$ cat src/rtl/syncgen_pkg.sv
// Shared types, default VGA timing and config validation for syncgen_prog.
package syncgen_pkg;

  // Storage width of every timing field; CW of the generator must not exceed FW-2.
  localparam int FW = 16;

  typedef struct packed {
    logic [FW-1:0] hfp;
    logic [FW-1:0] hpw;
    logic [FW-1:0] hbp;
    logic [FW-1:0] hact;
    logic [FW-1:0] vfp;
    logic [FW-1:0] vpw;
    logic [FW-1:0] vbp;
    logic [FW-1:0] vact;
    logic          hpol;
    logic          vpol;
  } timing_cfg_t;

  // 640x480@60 defaults, both syncs active-low.
  localparam int   VGA_HFP  = 16;
  localparam int   VGA_HPW  = 96;
  localparam int   VGA_HBP  = 48;
  localparam int   VGA_HACT = 640;
  localparam int   VGA_VFP  = 10;
  localparam int   VGA_VPW  = 2;
  localparam int   VGA_VBP  = 33;
  localparam int   VGA_VACT = 480;
  localparam logic VGA_HPOL = 1'b0;
  localparam logic VGA_VPOL = 1'b0;

  // A config is usable when both pulses and both active regions are non-empty,
  // each axis total fits the CW-bit counter, and the horizontal blanking is long
  // enough to host the pre-DE lead. Field values are below 2^cw, so the wide
  // sums here equal the CW+2 bit sums of the datapath.
  function automatic logic cfg_valid(timing_cfg_t c, int unsigned cw, int unsigned pre_lead);
    logic [31:0] hstart;
    logic [31:0] htot;
    logic [31:0] vtot;
    logic [31:0] lim;
    hstart = 32'(c.hfp) + 32'(c.hpw) + 32'(c.hbp);
    htot   = hstart + 32'(c.hact);
    vtot   = 32'(c.vfp) + 32'(c.vpw) + 32'(c.vbp) + 32'(c.vact);
    lim    = 32'd1 << cw;
    return (c.hpw != '0) && (c.hact != '0) && (c.vpw != '0) && (c.vact != '0) &&
           (htot <= lim) && (vtot <= lim) && (pre_lead <= hstart);
  endfunction

endpackage

$ cat src/rtl/syncgen_prog_cfg.sv
// Shadow/active timing registers: validates loads, tracks pending/error and
// swaps shadow into active when the top signals a frame boundary.
module syncgen_cfg
  import syncgen_pkg::*;
#(
  parameter int          CW       = 12,
  parameter int          PRE_LEAD = 1,
  parameter timing_cfg_t DEF_CFG  = '0
) (
  input  logic        clk_i,
  input  logic        rst_i,
  input  logic        load_i,
  input  timing_cfg_t cfg_i,
  input  logic        commit_req_i,
  output timing_cfg_t active_o,
  output timing_cfg_t shadow_o,
  output logic        pend_o,
  output logic        err_o,
  output logic        commit_o
);

  timing_cfg_t shadow_q, shadow_d;
  timing_cfg_t active_q, active_d;
  logic        pend_q, pend_d;
  logic        err_q, err_d;
  logic        load_ok;
  logic        commit;

  // Next-state: the old shadow commits even if a new load lands in the same cycle.
  always_comb begin
    load_ok  = load_i && cfg_valid(cfg_i, CW, PRE_LEAD);
    commit   = commit_req_i && pend_q;
    active_d = commit ? shadow_q : active_q;
    shadow_d = load_ok ? cfg_i : shadow_q;
    pend_d   = load_ok ? 1'b1 : (commit ? 1'b0 : pend_q);
    err_d    = load_i ? !load_ok : err_q;
  end

  // Register update; reset restores defaults and drops any pending config.
  always_ff @(posedge clk_i or posedge rst_i) begin
    if (rst_i) begin
      shadow_q <= DEF_CFG;
      active_q <= DEF_CFG;
      pend_q   <= 1'b0;
      err_q    <= 1'b0;
    end else begin
      shadow_q <= shadow_d;
      active_q <= active_d;
      pend_q   <= pend_d;
      err_q    <= err_d;
    end
  end

  assign active_o = active_q;
  assign shadow_o = shadow_q;
  assign pend_o   = pend_q;
  assign err_o    = err_q;
  assign commit_o = commit;

endmodule

$ cat src/rtl/syncgen_prog.sv
// Programmable sync generator: IDLE/RUN control, pixel/line counters and
// registered sync / pre-DE / frame-start decode.
module syncgen_prog
  import syncgen_pkg::*;
#(
  parameter int CW       = 12,
  parameter int PRE_LEAD = 1,
  parameter int DEF_HFP  = VGA_HFP,
  parameter int DEF_HPW  = VGA_HPW,
  parameter int DEF_HBP  = VGA_HBP,
  parameter int DEF_HACT = VGA_HACT,
  parameter int DEF_VFP  = VGA_VFP,
  parameter int DEF_VPW  = VGA_VPW,
  parameter int DEF_VBP  = VGA_VBP,
  parameter int DEF_VACT = VGA_VACT
) (
  input  logic          DCLK,
  input  logic          DRST,
  input  logic          ENABLE,
  input  logic [CW-1:0] CFG_HFP,
  input  logic [CW-1:0] CFG_HPW,
  input  logic [CW-1:0] CFG_HBP,
  input  logic [CW-1:0] CFG_HACT,
  input  logic [CW-1:0] CFG_VFP,
  input  logic [CW-1:0] CFG_VPW,
  input  logic [CW-1:0] CFG_VBP,
  input  logic [CW-1:0] CFG_VACT,
  input  logic          CFG_HPOL,
  input  logic          CFG_VPOL,
  input  logic          CFG_LOAD,
  output logic          CFG_PEND,
  output logic          CFG_ERR,
  output logic          DSP_HSYNC,
  output logic          DSP_VSYNC,
  output logic          DSP_preDE,
  output logic [CW-1:0] HCNT,
  output logic [CW-1:0] VCNT,
  output logic          FRAME_START,
  output logic [0:0]    DBG_STATE
);

  localparam int SW = CW + 2;
  localparam logic [0:0] ST_IDLE = 1'b0;
  localparam logic [0:0] ST_RUN  = 1'b1;
  localparam timing_cfg_t DEF_CFG = '{
    hfp: FW'(DEF_HFP), hpw: FW'(DEF_HPW), hbp: FW'(DEF_HBP), hact: FW'(DEF_HACT),
    vfp: FW'(DEF_VFP), vpw: FW'(DEF_VPW), vbp: FW'(DEF_VBP), vact: FW'(DEF_VACT),
    hpol: VGA_HPOL, vpol: VGA_VPOL
  };

  function automatic logic [SW-1:0] fld(input logic [FW-1:0] f);
    return SW'(f);
  endfunction

  timing_cfg_t   cfg_in, act_q, shd_q, act_nxt;
  logic          commit, commit_req, pend, err;
  logic [0:0]    state_q, state_d;
  logic [CW-1:0] hcnt_q, hcnt_d, vcnt_q, vcnt_d;
  logic          hsync_q, hsync_d, vsync_q, vsync_d, prede_q, prede_d, fs_q, fs_d;
  logic [SW-1:0] h_tot_cur, v_tot_cur;
  logic [SW-1:0] h_fp, h_sync_end, h_start, h_tot_n, v_fp, v_sync_end, v_start;
  logic [SW-1:0] hn, vn, hn_lead;
  logic          h_last, v_last, run_n, hs_on, vs_on;

  // CFG_LOAD is a single-cycle request with no ready: every asserted cycle is a
  // capture attempt, answered next cycle by CFG_PEND (accepted) or CFG_ERR (rejected).
  always_comb begin
    cfg_in = '{
      hfp: FW'(CFG_HFP), hpw: FW'(CFG_HPW), hbp: FW'(CFG_HBP), hact: FW'(CFG_HACT),
      vfp: FW'(CFG_VFP), vpw: FW'(CFG_VPW), vbp: FW'(CFG_VBP), vact: FW'(CFG_VACT),
      hpol: CFG_HPOL, vpol: CFG_VPOL
    };
  end

  syncgen_cfg #(
    .CW       (CW),
    .PRE_LEAD (PRE_LEAD),
    .DEF_CFG  (DEF_CFG)
  ) u_cfg (
    .clk_i        (DCLK),
    .rst_i        (DRST),
    .load_i       (CFG_LOAD),
    .cfg_i        (cfg_in),
    .commit_req_i (commit_req),
    .active_o     (act_q),
    .shadow_o     (shd_q),
    .pend_o       (pend),
    .err_o        (err),
    .commit_o     (commit)
  );

  // Counter advance and commit request, using the timing of the current frame.
  always_comb begin
    h_tot_cur  = fld(act_q.hfp) + fld(act_q.hpw) + fld(act_q.hbp) + fld(act_q.hact);
    v_tot_cur  = fld(act_q.vfp) + fld(act_q.vpw) + fld(act_q.vbp) + fld(act_q.vact);
    h_last     = ({2'b00, hcnt_q} + SW'(1)) == h_tot_cur;
    v_last     = ({2'b00, vcnt_q} + SW'(1)) == v_tot_cur;
    // Idle counts as a permanent frame boundary so a pending config lands at once.
    commit_req = (state_q == ST_IDLE) || (h_last && v_last);
    state_d    = ENABLE ? ST_RUN : ST_IDLE;
    hcnt_d     = '0;
    vcnt_d     = '0;
    if (ENABLE && (state_q == ST_RUN)) begin
      if (h_last) begin
        hcnt_d = '0;
        vcnt_d = v_last ? '0 : vcnt_q + CW'(1);
      end else begin
        hcnt_d = hcnt_q + CW'(1);
        vcnt_d = vcnt_q;
      end
    end
  end

  // Output decode from next-cycle position and next-cycle timing, so the
  // registered outputs stay mutually consistent across a commit.
  always_comb begin
    act_nxt    = commit ? shd_q : act_q;
    h_fp       = fld(act_nxt.hfp);
    h_sync_end = h_fp + fld(act_nxt.hpw);
    h_start    = h_sync_end + fld(act_nxt.hbp);
    h_tot_n    = h_start + fld(act_nxt.hact);
    v_fp       = fld(act_nxt.vfp);
    v_sync_end = v_fp + fld(act_nxt.vpw);
    v_start    = v_sync_end + fld(act_nxt.vbp);
    hn         = {2'b00, hcnt_d};
    vn         = {2'b00, vcnt_d};
    hn_lead    = hn + SW'(PRE_LEAD);
    run_n      = (state_d == ST_RUN);
    hs_on      = run_n && (hn >= h_fp) && (hn < h_sync_end);
    vs_on      = run_n && (vn >= v_fp) && (vn < v_sync_end);
    hsync_d    = hs_on ? act_nxt.hpol : ~act_nxt.hpol;
    vsync_d    = vs_on ? act_nxt.vpol : ~act_nxt.vpol;
    prede_d    = run_n && (vn >= v_start) && (hn_lead >= h_start) && (hn_lead < h_tot_n);
    fs_d       = run_n && (hcnt_d == '0) && (vcnt_d == '0);
  end

  // State, counters and output registers.
  always_ff @(posedge DCLK or posedge DRST) begin
    if (DRST) begin
      state_q <= ST_IDLE;
      hcnt_q  <= '0;
      vcnt_q  <= '0;
      hsync_q <= ~DEF_CFG.hpol;
      vsync_q <= ~DEF_CFG.vpol;
      prede_q <= 1'b0;
      fs_q    <= 1'b0;
    end else begin
      state_q <= state_d;
      hcnt_q  <= hcnt_d;
      vcnt_q  <= vcnt_d;
      hsync_q <= hsync_d;
      vsync_q <= vsync_d;
      prede_q <= prede_d;
      fs_q    <= fs_d;
    end
  end

  assign HCNT        = hcnt_q;
  assign VCNT        = vcnt_q;
  assign DSP_HSYNC   = hsync_q;
  assign DSP_VSYNC   = vsync_q;
  assign DSP_preDE   = prede_q;
  assign FRAME_START = fs_q;
  assign CFG_PEND    = pend;
  assign CFG_ERR     = err;
  assign DBG_STATE   = state_q;

endmodule

$ cat config.mk
export PLATFORM = sky130hd
export DESIGN_NAME = syncgen_prog
export DESIGN_NICKNAME = d
export VERILOG_FILES = /design/src/rtl/syncgen_pkg.sv /design/src/rtl/syncgen_prog_cfg.sv /design/src/rtl/syncgen_prog.sv
export SDC_FILE = /design/constraint.sdc
export NUM_CORES = 1
export LEC_CHECK = 0
export ABC_AREA = 1
export BUFFER_PORTS_ARGS = -buffer_cell sky130_fd_sc_hd__buf_2
export CAP_MARGIN = 20
export CORE_AREA = 2 2 236 238
export CTS_CLUSTER_SIZE = 10
export DETAILED_ROUTE_END_ITERATION = 8
export DIE_AREA = 0 0 238 240
export GPL_TIMING_DRIVEN = 1
export PLACE_DENSITY_LB_ADDON = 0.25
export SLEW_MARGIN = 20
export SYNTH_ARGS = -nofsm -noshare
export SYNTH_HDL_FRONTEND = slang
export SYNTH_HIERARCHICAL = 1
export SYNTH_SLANG_ARGS = --single-unit
$ cat constraint.sdc
create_clock -name DCLK -period 24.7 [get_ports DCLK]
set_input_delay 1.235 -clock DCLK [delete_from_list [all_inputs] [get_ports DCLK]]
set_output_delay 1.235 -clock DCLK [all_outputs]
set_load 0.005 [all_outputs]
# Word-level counts from Yosys, hierarchy flattened
# Cells that the tools add are included.
[word_totals] regBits=241 word_cells=105
[classes] muxes=11 addsub=22 eq_ne=2 magnitude_cmp=10 n_reduce_logical=28 bitwise=3
[ops] operator="14-bit adder" n=10
[ops] operator="32-bit by 12-bit adder with 32-bit output" n=4
[ops] operator="128-bit two-way mux" n=1
[ops] operator="32-bit by 13-bit less-or-equal comparator with 1-bit output, second input constant" n=2
[ops] operator="16-bit nonzero test" n=4
[ops] operator="12-bit two-way mux" n=5
[ops] operator="12-bit by 14-bit greater-or-equal comparator with 1-bit output" n=3
[ops] operator="12-bit by 1-bit adder with 13-bit output, second input constant" n=3
[ops] operator="1-bit by 32-bit less-or-equal comparator with 1-bit output, first input constant" n=1
[ops] operator="13-bit by 14-bit equality test with 1-bit output" n=2
[ops] operator="12-bit by 14-bit < comparator with 1-bit output" n=2
[ops] operator="12-bit by 12-bit adder with 13-bit output" n=2
[ops] operator="12-bit by 1-bit adder with 12-bit output, second input constant" n=2
[ops] operator="12-bit logical NOT" n=2
[ops] operator="1-bit logical AND" n=19
[ops] operator="14-bit by 12-bit adder with 14-bit output" n=1
[ops] operator="13-bit by 14-bit greater-or-equal comparator with 1-bit output" n=1
[ops] operator="13-bit by 14-bit < comparator with 1-bit output" n=1
[ops] operator="1-bit two-way mux" n=5
[ops] operator="1-bit NOT" n=3
[ops] operator="2-bit nonzero test" n=1
[ops] operator="1-bit logical NOT" n=1
[ops] operator="1-bit logical OR" n=1

# Depth between registers and ports, before layout
# Gate-level depths: netlist (run 1).
[logic_depth] word_depth=14 ltp_mapped=59

# Cells and area by module
# The synthesis (run 1) kept the hierarchy.
[modules_own_cells] module="syncgen_cfg" instances=1 area_each_um2=14984.4 cells_per_inst=1959
[modules_own_cells] module="syncgen_prog" instances=1 area_each_um2=11469.8 cells_per_inst=1744

# Worst setup path after synthesis (run 1)
# Ideal clock, no wire load.
[synth_timing] path_kind="reg2reg" start="register u_cfg.active_q, in the netlist u_cfg/active_o[67]" end="register prede_q (netlist: DSP_preDE)" stages_incl_launch_ff=57 n_path_buf=5 t_required_ns=24.585 path_slack_ns=15.352 setup_time_ns=0.115 arrival_ns=9.232 path_cell_list="dfrtp_1 fa_1 inv_1 fa_1 inv_1 ha_1 inv_1 fa_1 inv_1 nand3_1 nand2_1 nand2_1 nand2_1 nor2_1 o21ai_0 nand2_1 nor3b_1 nand4_1 [21 not listed] inv_1 o21ai_0 a21oi_1 o21ai_0 nand2_1 nand2_1 nand2_1 nand2_1 a21oi_1 nor2_1 nor2_1 xor2_1 ha_1 nand3b_1 nor2_1 nand2_1 nand2_1 nor2_1"
[synth_between] elab_chain_len=12
[synth_rtl] item="from (decl)" line="syncgen_prog_cfg.sv:23" source="timing_cfg_t active_q, active_d;"
[synth_rtl] item="from (signal assigned)" line="syncgen_prog_cfg.sv:48" source="active_q <= active_d;"
[synth_rtl] item="14-bit adder (*)" line="syncgen_prog.sv:94" source="h_tot_cur = fld(act_q.hfp) + fld(act_q.hpw) + fld(act_q.hbp) + fld(act_q.hact);"
[synth_rtl] item="13-bit by 14-bit equality test with 1-bit output (*)" line="syncgen_prog.sv:96" source="h_last = ({2'b00, hcnt_q} + SW'(1)) == h_tot_cur;"
[synth_rtl] item="1-bit logical AND (*)" line="syncgen_prog.sv:99" source="commit_req = (state_q == ST_IDLE) || (h_last && v_last);"
[synth_rtl] item="1-bit logical OR (*)" line="syncgen_prog.sv:99"
[synth_rtl] item="via commit_req" line="syncgen_prog.sv:56" source="logic commit, commit_req, pend, err;"
[synth_rtl] item="1-bit logical AND (*)" line="syncgen_prog_cfg.sv:32" source="commit = commit_req_i && pend_q;"
[synth_rtl] item="via commit" line="syncgen_prog.sv:56"
[synth_rtl] item="128-bit two-way mux (*)"
[synth_rtl] item="branches (longest 5 deep; another with 14-bit adder)"
[synth_rtl] item="1-bit logical AND (*)" line="syncgen_prog.sv:133" source="prede_d = run_n && (vn >= v_start) && (hn_lead >= h_start) && (hn_lead < h_tot_n);"
[synth_rtl] item="via prede_d" line="syncgen_prog.sv:59" source="logic hsync_q, hsync_d, vsync_q, vsync_d, prede_q, prede_d, fs_q, fs_d;"
[synth_rtl] item="to (signal assigned)" line="syncgen_prog.sv:153" source="prede_q <= prede_d;"
[synth_rtl] item="to (decl)" line="syncgen_prog.sv:59"
# Mark *: on every way through the listed nets, which the timed path passes.
# A chain may end at the register's enable or synchronous reset.

# Worst setup path in the final report (run 1)
# Ends and elaborated chain as after synthesis.

==> results.toml, run 1 <==
[sta]
tns_ns = 0
rsz0062_at_grt = "no"
fmax_ghz = 0.102
drv_slew = 0
hold_violations = 0
report.final.setup_viol = 0
fin_ws_ns = 14.93
min_period_ns = 9.77
skew_ns = 0.0122
slew_headroom_pct = 37.4
fin_crit_sh_pct = 39.6
tightest_slew_ns = 0.939

[worst_setup_path]
timing.rr.start = "u_cfg/active_o[67]"
r2r-end = "DSP_preDE"
critPathArrivalTime_ns = 10.25
crit_top_cell = "nand2_1"
crit_fanout = 87
start_kind = "register"
worst-setup-path-type = "reg -> reg"
end_kind = "register"
r2r_setup_slack_ns = 14.93
crit_required_ns = 25.17
max_stage_delay_ns = 0.54
critPathSlowestCell = "fa_1"
rr_worst_depth = 50

[place]
dpl.cell_count = 4379
post_dp_cell_area_um2 = 26600
dp_hpwl_mm = 55.2
portBuffers = 132
post-place-ws_ns = 14.95
gp_congestion = 0.920

[die]
die_area_um2 = 57100
rows = 86
die_h_um = 240
io_pins = 133
core_area_um2 = 54700
initial_core_util_pct = 46.2
die_w_um = 238

[clocking]
ctsResizeCount = 0
cts.path.max_buffers = 3
ctsHtreeMaxLevel = 1
clkTransAtPathRegs_ns = 0.06
clk_latency_ns = 0.58
post-cts-setup-buffers = 0
cts-buffers-inserted = 31
hold_buffers = 0
cts_sinks = 259
cts_tree = "built"
cts_root_buf = "clkbuf_16"

[final_layout]
layout_common_cells = "nand2_1, inv_1, ha_1"
layout.cells.non_filler = 4438
final_area_um2 = 27500
fin_nets = 4145
fin_util_pct = 50.4
final_common_cell = "nand2_1"
num-fill-cells = 5569
layout-drive-gt1-share_pct = 9.14
syn_to_final_growth_pct = 9.09

[grt]
grt_max_degree = 116
grt_pass1_wl_mm = 111
gr-usage-met2_pct = 37.3
grt_util_met3_pct = 2.31
grt_overflow = 0
grt_pass1_vias = 21500
busiest_layer = "met2"
grt_usage_pct = 24.2
antenna_found_initial = 1
grt_use_met1_pct = 36.8

[detailed_routing]
routed_wl_mm = 68.8
wl_per_cell_um = 15.5
ant_nets = 0
dr.first_iter.drc_count = 1807
firstDrtPassIters = 8
num_vias = 22800
drt-vias-per-instance = 5.15
drc = 0

[min_path]
hold_path.class = "reg -> reg"
hold_end = "u_cfg/shadow_o[9]"
hp-start = "u_cfg/shadow_o[9]"
hold_depth = 2

[pwr]
irDropWorstVdd_mv = 0.0806
power_density_nw_per_um2 = 50.1
leakagePower_uw = 0.0157

[synth]
synth_area_um2 = 25300
avgSynthCellArea_um2 = 7.06
synthCells = 3575
synth_warnings = 6

[run]
max_cap_violations = 0

[status]
status = "complete, no violations"
## per-stage QoR
step	hold slack (ns)	total power [uW]
after CTS	0.464	1370
after global routing	0.477	1480
final	0.462	1380
after global placement	0.450	932
after floorplan	0.442	839
after detailed placement	0.455	934
## final cells by class
cell class | count | area (um2) | area share (%)
Inverter | 480 | 1820 | 6.59
Tap cell | 704 | 881 | 3.20
Multi-Input combinational cell | 2794 | 16700 | 60.5
Sequential cell | 259 | 6520 | 23.7
Clock inverter | 6 | 58.8 | 0.213
Clock buffer | 51 | 861 | 3.12
Timing Repair Buffer | 142 | 736 | 2.67
Antenna cell | 2 | 5.00 | 0.0182
## registers in the layout, summed over array words and instances (netlist names)
register / cells
VCNT: 12
HCNT: 12
u_cfg/shadow_o: 114
FRAME_START: 1
DSP_preDE: 1
DSP_VSYNC: 1
u_cfg/pend_o: 1
u_cfg/active_o: 114
DBG_STATE: 1
DSP_HSYNC: 1
u_cfg/err_o: 1
## how the worst max path moves through the flow
stage / startpoint / end / slack [ns] / cells after the start
3_3_place_gp: u_cfg/active_o[67] / DSP_preDE / 15.12 / 50
2_1_floorplan: u_cfg/active_o[67] / DSP_preDE / 15.35 / 56
5_1_grt: u_cfg/active_o[67] / DSP_preDE / 13.93 / 48
4_1_cts: u_cfg/active_o[67] / DSP_preDE / 14.92 / 50
6_report: u_cfg/active_o[67] / DSP_preDE / 14.93 / 50
3_5_place_dp: u_cfg/active_o[67] / DSP_preDE / 14.95 / 50
## power breakdown
group          internal, uW  switching (uW)
clock                   246             180
sequential              452            25.1
combinational           161             318
## metal layers
metal | wire length, um | vias up | share of wire (%)
met4 | 1370 | 0 | 2.0
li1 | - | 11700 | -
met2 | 29400 | 561 | 43
met3 | 3690 | 77 | 5.4
met1 | 34400 | 10500 | 50
met5 | 0 | - | 0
## worst max-delay path, delay by kind of cell, from the launching register on
| family | cells | cell delay (ns) |
|---|---|---|
| xor gates and xnor gates | 3 | 0.50 |
| and+or+nand+nor | 22 | 2.29 |
| buffers and inverters | 8 | 0.96 |
| AOI/OAI and AO/OA | 7 | 1.78 |
| adders and majority gates | 9 | 3.24 |
| muxes | 1 | 0.41 |
| DFF | 1 | 0.41 |
Power figures use the tool's default switching activity.
==> run 2, diff against run 1 <==
Settings changed: ABC_AREA 1 to 0, CORE_AREA 2 2 236 238 to 2 2 225 227, DIE_AREA 0 0 238 240 to 0 0 227 229.
Clock period 24.7 ns to 9 ns, I/O delays scaled along.
==> run 2 against run 1 <==
- the flow now finishes with violations (negative hold slack)
- combinational power increased by 93%
- global-route usage decreased by 0.94 points
- sequential cell count unchanged
- count of clock-buffer cells in the layout is 3 higher
- sequential share of layout area up 1.4 points
- utilization up 2.0 points
- first-iteration DRC count is 50% lower
- worst hold slack got worse by 0.47 ns
- sequential power grew to 2.5 times the previous value
- critical path type unchanged
- largest cell class unchanged
==> results.toml, run 2 <==
[clocking]
clk_latency_ns = 0.59
cts_sinks = 259
clkTransAtPathRegs_ns = 0.06
cts_root_buf = "clkbuf_16"
cts.path.max_buffers = 3
cts-buffers-inserted = 31
cts_tree = "built"
ctsHtreeMaxLevel = 1
hold_buffers = 0

[die]
die_w_um = 227
core_area_um2 = 49700
die_area_um2 = 52000
initial_core_util_pct = 45.9
io_pins = 133
die_h_um = 229
rows = 82

[pwr]
power_density_nw_per_um2 = 127
leakagePower_uw = 0.0129
finalPower_uw = 3290
irDropWorstVdd_mv = 0.108

[final_layout]
num_antenna_cells = 0
final_common_cell = "ha_1"
layout-drive-gt1-share_pct = 23.9
fin_nets = 2871
layout_common_cells = "ha_1, dfrtp_1, mux2_2"
num-fill-cells = 4491
syn_to_final_growth_pct = 14.2

[sta]
report.final.setup_viol = 0
skew_ns = 0.0178
min_period_ns = 8.93
hold_violations = 3
rsz0062_at_grt = "yes"
slew_headroom_pct = 39.2
fin_ws_ns = 0.0729
tns_ns = 0
fin_crit_sh_pct = 99.2
fmax_ghz = 0.112
whs_ns = -0.00696
tightest_slew_ns = 0.913
drv_slew = 0

[place]
dp_hpwl_mm = 48.5
post-place-ws_ns = -0.155
gp_congestion = 0.924
portBuffers = 132

[worst_setup_path]
critPathSlowestCell = "or4_4"
worst-path-buf-inv = 7
cp_top_family = "adder cells"
r2r_setup_slack_ns = 0.07
timing.rr.start = "u_cfg/active_o[67]"
start_kind = "register"
rr_worst_depth = 45
r2r-end = "DSP_preDE"
crit_fanout = 6
critPathArrivalTime_ns = 9.45
max_stage_delay_ns = 0.60
end_kind = "register"
worst-setup-path-type = "reg -> reg"
crit_required_ns = 9.52
crit_top_cell = "ha_1"

[grt]
grt_max_degree = 117
grt_pass1_vias = 17600
grt_pass1_wl_mm = 95.6
grt_overflow = 0
grt_usage_pct = 23.3
antenna_found_initial = 1

[detailed_routing]
num_vias = 17300
drc = 0
firstDrtPassIters = 5
dr.first_iter.drc_count = 901
drt-vias-per-instance = 5.51
wl_per_cell_um = 19.0
routed_wl_mm = 59.5
ant_nets = 0

[synth]
synth_warnings = 6
synthCells = 2186
avgSynthCellArea_um2 = 10.4
synth_area_um2 = 22800

[run]
max_cap_violations = 0

[min_path]
hold_path.class = "in -> async"

[status]
status = "finished with violations"
violations = "negative hold slack"
==> run 2: changes by cell type in the layout (fill, tap and decap cells not counted), moves of 23 or more <==
cell / before / now
nand3_1: 162 / 36
nor4_1: 1 / 26
buf_4: 10 / 71
a21o_1: 6 / 42
nand2_1: 1304 / 68
mux2i_1: 3 / 26
a21oi_1: 139 / 116
mux2_2: 58 / 220
nor2b_1: 1 / 28
inv_1: 459 / 159
xnor2_1: 37 / 116
mux2_1: 0 / 65
nor2_1: 191 / 93
nand4_1: 156 / 22
==> run 2: metal layers <==
| metal | wire length (um) | up-vias | share of wire [%] | GRT usage (%) |
|---|---|---|---|---|
| met5 | 0 | - | 0 | 0 |
| met4 | 887 | 0 | 1.5 | 4.37 |
| met3 | 2940 | 51 | 4.9 | 2.75 |
| met2 | 26300 | 341 | 44 | 36.1 |
| met1 | 29300 | 8520 | 49 | 35.1 |
| li1 | - | 8351 | - | - |
==> run 2: layout make-up <==
cell class | count | area (um2) | area share [%]
flip-flops and latches | 259 | 6520 | 25.1
repair buffers | 207 | 1260 | 4.86
inverters | 162 | 621 | 2.39
clock inverters | 4 | 26.3 | 0.101
clock buffers | 54 | 892 | 3.43
multi-input cells | 1773 | 15800 | 60.9
well taps | 672 | 841 | 3.23
==> run 2: worst max-delay path by stage <==
stage	slack (ns)	cells past startpoint	endpoint	from
6_report	0.07	45	DSP_preDE	u_cfg/active_o[67]
4_1_cts	0.02	46	DSP_preDE	u_cfg/active_o[67]
2_1_floorplan	-0.27	50	DSP_preDE	u_cfg/active_o[67]
3_3_place_gp	0.03	46	DSP_preDE	u_cfg/active_o[67]
3_5_place_dp	-0.16	43	DSP_preDE	u_cfg/active_o[35]
5_1_grt	-0.32	46	DSP_preDE	u_cfg/active_o[67]
==> run 2: repair_timing <==
| action | CTS | global route |
|---|---|---|
| setup buffers | 2 | 3 |
| gates resized for setup | 13 | 28 |
| pin swaps | 10 | 22 |
| setup endpoints to repair | 1 | 2 |
==> run 2: where the power goes <==
part / leakage (uW) / total [uW] / internal, uW / switching, uW
combinational: 0.00895 / 928 / 383 / 545
clock: 0.000440 / 1160 / 664 / 494
sequential: 0.00348 / 1210 / 1190 / 19.3
total: 0.0129 / 3290 / 2230 / 1060
==> run 2: stage by stage <==
step                area, um2  cells  util, %
global route            26000   3131     52.4
detailed placement      24900   3068     50.1
floorplan               23100   2249        -
global placement        24900   3068     50.1
CTS                     25900   3128     52.1
finish                  26000   3131     52.4
